$ cat src/rtl/filter_pkg.sv
// Shared definitions for the audio filter datapath: sequencer state encoding
// and the default sample / sample-RAM address widths used by filter_fsm too.
package filter_pkg;

    localparam int DATA_W_DEF = 8;
    localparam int PTR_W_DEF  = 5;

    typedef enum logic [2:0] {
        IDLE,
        START_CONV,
        WAIT_INT,
        READ,
        WRITE,
        KICK,
        ARM,
        RUN
    } seq_state_t;

endpackage

$ cat src/rtl/sample_tick_gen.sv
// Sample-rate tick generator: one-cycle tick every CLK_DIV clocks while enabled.
module sample_tick_gen #(
    parameter int unsigned CLK_DIV = 1000
) (
    input  logic clk,
    input  logic reset,
    input  logic enable,
    output logic tick
);

    localparam logic [15:0] LAST = 16'(CLK_DIV - 1);

    logic [15:0] tcnt;

    always_ff @(posedge clk) begin
        if (reset || !enable) begin
            tcnt <= '0;
        end else if (tcnt == LAST) begin
            tcnt <= '0;
        end else begin
            tcnt <= tcnt + 16'd1;
        end
    end

    assign tick = enable && (tcnt == LAST);

endmodule

$ cat src/rtl/sample_sequencer.sv
// Per-sample sequencer: A/D convert, read, write into the circular sample RAM,
// then start the convolution FSM and wait for it; flags overrun and A/D timeout.
module sample_sequencer
    import filter_pkg::*;
#(
    parameter int unsigned CLK_DIV      = 1000,
    parameter int unsigned WR_CYCLES    = 2,
    parameter int unsigned RD_CYCLES    = 3,
    parameter int unsigned CONV_TIMEOUT = 255,
    parameter int          DATA_W       = DATA_W_DEF,
    parameter int          PTR_W        = PTR_W_DEF
) (
    input  logic              clk,
    input  logic              reset,
    input  logic              enable,
    input  logic              clear_flags,
    input  logic [DATA_W-1:0] adc_data,
    input  logic              adc_intb,
    output logic              adc_wrb,
    output logic              adc_rdb,
    output logic [PTR_W-1:0]  ram_ptr,
    output logic [DATA_W-1:0] ram_wdata,
    output logic              ram_wr,
    output logic              filter_start,
    input  logic              filter_busy,
    output logic              overrun,
    output logic              adc_timeout
);

    localparam logic [15:0] WR_LAST = 16'(WR_CYCLES - 1);
    localparam logic [15:0] RD_LAST = 16'(RD_CYCLES - 1);
    localparam logic [15:0] TO_LAST = 16'(CONV_TIMEOUT - 1);

    seq_state_t  state;
    logic [15:0] cnt;
    logic        tick;

    sample_tick_gen #(
        .CLK_DIV(CLK_DIV)
    ) u_tick_gen (
        .clk   (clk),
        .reset (reset),
        .enable(enable),
        .tick  (tick)
    );

    // Strobes are loaded on the transition into a state so that, being
    // registered, they are high exactly during that state (ram_wr in WRITE,
    // filter_start in KICK).
    always_ff @(posedge clk) begin
        if (reset) begin
            state        <= IDLE;
            cnt          <= '0;
            adc_wrb      <= 1'b1;
            adc_rdb      <= 1'b1;
            ram_ptr      <= '1;
            ram_wdata    <= '0;
            ram_wr       <= 1'b0;
            filter_start <= 1'b0;
            overrun      <= 1'b0;
            adc_timeout  <= 1'b0;
        end else begin
            ram_wr       <= 1'b0;
            filter_start <= 1'b0;

            if (clear_flags) begin
                overrun     <= 1'b0;
                adc_timeout <= 1'b0;
            end
            if (tick && state != IDLE) begin
                overrun <= 1'b1;
            end

            case (state)
                IDLE: begin
                    if (tick) begin
                        adc_wrb <= 1'b0;
                        cnt     <= '0;
                        state   <= START_CONV;
                    end
                end
                START_CONV: begin
                    if (cnt == WR_LAST) begin
                        adc_wrb <= 1'b1;
                        cnt     <= '0;
                        state   <= WAIT_INT;
                    end else begin
                        cnt <= cnt + 16'd1;
                    end
                end
                WAIT_INT: begin
                    if (!adc_intb) begin
                        adc_rdb <= 1'b0;
                        cnt     <= '0;
                        state   <= READ;
                    end else if (cnt == TO_LAST) begin
                        adc_timeout <= 1'b1;
                        cnt         <= '0;
                        state       <= IDLE;
                    end else begin
                        cnt <= cnt + 16'd1;
                    end
                end
                READ: begin
                    if (cnt == RD_LAST) begin
                        ram_wdata <= adc_data;
                        adc_rdb   <= 1'b1;
                        ram_ptr   <= ram_ptr + PTR_W'(1);
                        ram_wr    <= 1'b1;
                        cnt       <= '0;
                        state     <= WRITE;
                    end else begin
                        cnt <= cnt + 16'd1;
                    end
                end
                WRITE: begin
                    filter_start <= 1'b1;
                    state        <= KICK;
                end
                KICK: begin
                    state <= ARM;
                end
                ARM: begin
                    state <= RUN;
                end
                RUN: begin
                    if (!filter_busy) begin
                        state <= IDLE;
                    end
                end
                default: begin
                    state <= IDLE;
                end
            endcase
        end
    end

endmodule

$ cat config.mk
export PLATFORM = sky130hd
export DESIGN_NAME = sample_sequencer
export DESIGN_NICKNAME = d
export VERILOG_FILES = /design/src/rtl/filter_pkg.sv /design/src/rtl/sample_tick_gen.sv /design/src/rtl/sample_sequencer.sv
export SDC_FILE = /design/constraint.sdc
export NUM_CORES = 1
export LEC_CHECK = 0
export CAP_MARGIN = 40
export CORE_MARGIN = 10
export CORE_UTILIZATION = 55
export DETAILED_ROUTE_END_ITERATION = 16
export PLACE_DENSITY = 0.84
export RECOVER_POWER = 50
export REMOVE_ABC_BUFFERS = 1
export SETUP_SLACK_MARGIN = 0.4
export SLEW_MARGIN = 20
export SYNTH_ARGS = -nofsm -noshare
export SYNTH_HDL_FRONTEND = slang
export SYNTH_HIERARCHICAL = 1
export SYNTH_SLANG_ARGS = --single-unit
$ cat constraint.sdc
create_clock -name clk -period 3.2 [get_ports clk]
set_input_delay 0.48 -clock clk [delete_from_list [all_inputs] [get_ports clk]]
set_output_delay 0.48 -clock clk [all_outputs]
set_load 0.05 [all_outputs]
==> reports/results.tsv <==
metric	value	unit
max_freq	0.381	GHz
worst-path-max-fanout	13	
cts_tree	built	
grt_pass1_wl	10.1	mm
drv_slew	0	
fill_cells	382	
fp.dieH	89.6	microns
htreeDepth	2	
drive_gt1_share	5.73	%
antenna_left	0	
synthTopCellsByArea	dfxtp_1 (41%), nor2_1 (5.6%), a21oi_1 (4.1%)	
crit_start	u_tick_gen/tcnt[3]$_SDFF_PP0_	
hold_path.class	reg -> reg	
clock_latency	0.32	ns
status	complete, no violations	
async_reset_ff_share	0	%
dr_total_vias	2449	
clkTransAtPathRegs	0.10	ns
synthCells	321	
p_sw	430	uW
crit_end	cnt[5]$_SDFFE_PP0P_	
final_common_cell	dfxtp_1	
antenna_found_initial	0	
ys_ff_latch	54	
timing.final.ws_setup	0.578	ns
reg2regPathDepth	8	
ys_warn_count	6	
antenna_cells	0	
hold_violations	0	
slew-limit-headroom	2.77	%
wl_per_cell	14.4	microns
finalSetupViolCount	0	
skew	0.0116	ns
core.rowCount	25	
cts_buffer_depth	2	
coreArea	4720	sq um
timing.rr.end	cnt[5]$_SDFFE_PP0P_	
drtIter0Drc	257	
peakVddDrop	0.000222	V
die_w	89.6	microns
period_minus_slack	2.62	ns
postCtsHoldBufs	0	
p_int	1.03	mW
grt_pass1_vias	2254	
grt_setup_unrepaired	false	
syn-cell-area	2660	sq um
grt_overflow	0	
worstPathRequired	3.43	ns
synth-edff-count	0	
synth_cell_types	45	
yosysTopAreaCellShare	40.6	%
pwr-share-seq	49.5	%
critPathArrivalTime	2.85	ns
reg2reg_from	u_tick_gen/tcnt[3]$_SDFF_PP0_	
die_area	8030	sq um
power_frac_clock	33.4	%
period_share	81.9	%
power.density	466	nW/um^2
synth_top_area_cell	dfxtp_1	
cts-root-buf	clkbuf_8	
track_usage	15.4	%
worst_pin_slew	1.46	ns
avgSynthCellArea	8.30	sq um
p_leak	1.17	nW
preCtsSetupSlack	0.553	ns
final_nets	367	
r2r_setup_slack	0.58	ns
pin_count	33	
path_class	reg -> reg	
dr.pass1.iters	5	
postRouteWirelength	5.98	mm
numClockSinks	54	
port_buffers	32	
start_util	56.4	%
synthFlopType	dfxtp_1	
final.setup.tns	0	ns
drc	0	
worst_hold_path.num_cells	1	
pwr-share-comb	17.0	%
switching_share	29.4	%
via_per_inst	5.89	
place_congestion	0.907	
yosysSeqAreaShare	40.6	%
cts_buffers	5	
cap_viol_max_count	0	
areaGrowthSynthToFinish	17.8	%
worstSetupEndpointType	flip-flop	
cp-start-kind	flip-flop	
grt_max_degree	34	
hpwl	4.32	mm
layout_common_cells	dfxtp_1 (54), nor2_1 (39), nand2_1 (24)	
[how the worst min path moves through the flow]
stage | from | end | slack [ns]
2_1_floorplan | u_tick_gen/tcnt[0]$_SDFF_PP0_ | u_tick_gen/tcnt[0]$_SDFF_PP0_ | 0.43
3_3_place_gp | u_tick_gen/tcnt[0]$_SDFF_PP0_ | u_tick_gen/tcnt[0]$_SDFF_PP0_ | 0.45
3_5_place_dp | u_tick_gen/tcnt[0]$_SDFF_PP0_ | u_tick_gen/tcnt[0]$_SDFF_PP0_ | 0.46
4_1_cts | u_tick_gen/tcnt[0]$_SDFF_PP0_ | u_tick_gen/tcnt[0]$_SDFF_PP0_ | 0.48
5_1_grt | u_tick_gen/tcnt[0]$_SDFF_PP0_ | u_tick_gen/tcnt[0]$_SDFF_PP0_ | 0.50
6_report | u_tick_gen/tcnt[0]$_SDFF_PP0_ | u_tick_gen/tcnt[0]$_SDFF_PP0_ | 0.48
[critical path, cell delays in order (launching register included)]
cell	delay [ns]
dfxtp_1	0.37
or4_1	0.52
nor4_1	0.33
and2_2	0.24
nor3_1	0.07
or2_2	0.42
nor4_1	0.30
o22ai_1	0.13
a21oi_1	0.15
[timing repair]
action,in CTS,in global routing
buffers inserted,0,0
gates resized for setup,0,2
endpoints found under the setup margin,0,5
[registers in the layout (all words and copies together) (netlist names)]
name and cells:
adc_wrb 1, ram_wr 1, ram_ptr 5, ram_wdata 8, adc_rdb 1, overrun 1, filter_start 1, cnt 16
u_tick_gen/tcnt 16, adc_timeout 1, state 3
[power by group through the flow]
stage	Sequential [mW]	Clock [mW]	Combinational, mW
2_1_floorplan	0.746	0	0.144
3_3_place_gp	0.740	0	0.237
3_5_place_dp	0.740	0	0.242
4_1_cts	0.724	0.493	0.245
5_1_grt	0.732	0.519	0.273
6_report	0.725	0.489	0.249
[cells in the mapped netlist, types with 3 or more instances]
cell	count
dfxtp_1	54
nor2_1	40
nand2_1	24
a21oi_1	22
nand3_1	18
inv_1	13
nor3_1	12
o21ai_0	12
xnor2_1	12
clkbuf_1	10
mux2i_1	9
nand4_1	9
nor4_1	8
o22ai_1	7
a31oi_1	5
ha_1	5
nand2b_1	5
o211ai_1	5
or4_1	5
and3_1	4
o21a_1	3
o221ai_1	3
o31ai_1	3
or3_1	3
xor2_1	3
[layout make-up]
type | instances | area, sq um | area share [%]
flip-flops and latches | 54 | 1080 | 34.4
repair buffers | 35 | 339 | 10.8
well taps | 67 | 83.8 | 2.67
clock buffers | 6 | 82.6 | 2.63
clock inverters | 2 | 38.8 | 1.24
multi-input cells | 239 | 1460 | 46.7
inverters | 13 | 48.8 | 1.56
[stage by stage]
stage | area, sq um | hold WS (ns) | total power, mW | std cells | utilization (%)
6_report | 3140 | 0.476 | 1.46 | 416 | 66.4
5_1_grt | 3140 | 0.497 | 1.52 | 416 | 66.4
4_1_cts | 3140 | 0.484 | 1.46 | 416 | 66.5
3_5_place_dp | 3020 | 0.461 | 0.982 | 408 | 63.9
3_3_place_gp | 3010 | 0.449 | 0.977 | 407 | 63.7
2_1_floorplan | 2590 | 0.430 | 0.890 | 306 | -
[cells by family after synthesis]
kind of cell | count (synthesis) | synth area share [%]
AO/OA/AOI/OAI | 65 | 14.8
multiplexers | 10 | 3.80
XOR/XNOR | 15 | 4.93
buffers and inverters | 28 | 4.56
AND/OR/NAND/NOR | 144 | 29.0
flip-flops | 54 | 40.6
adder cells (fa/ha/maj) | 5 | 2.35
[layer usage]
metal	vias up	part of all wire (%)	wire [microns]	GRT usage, %
li1	1214	-	-	-
met1	1141	43	2600	18.7
met2	81	49	2940	26.6
met3	13	6.1	366	3.43
met4	0	1.2	74	4.48
met5	-	0	0	0
(Power assumes the default switching activity.)
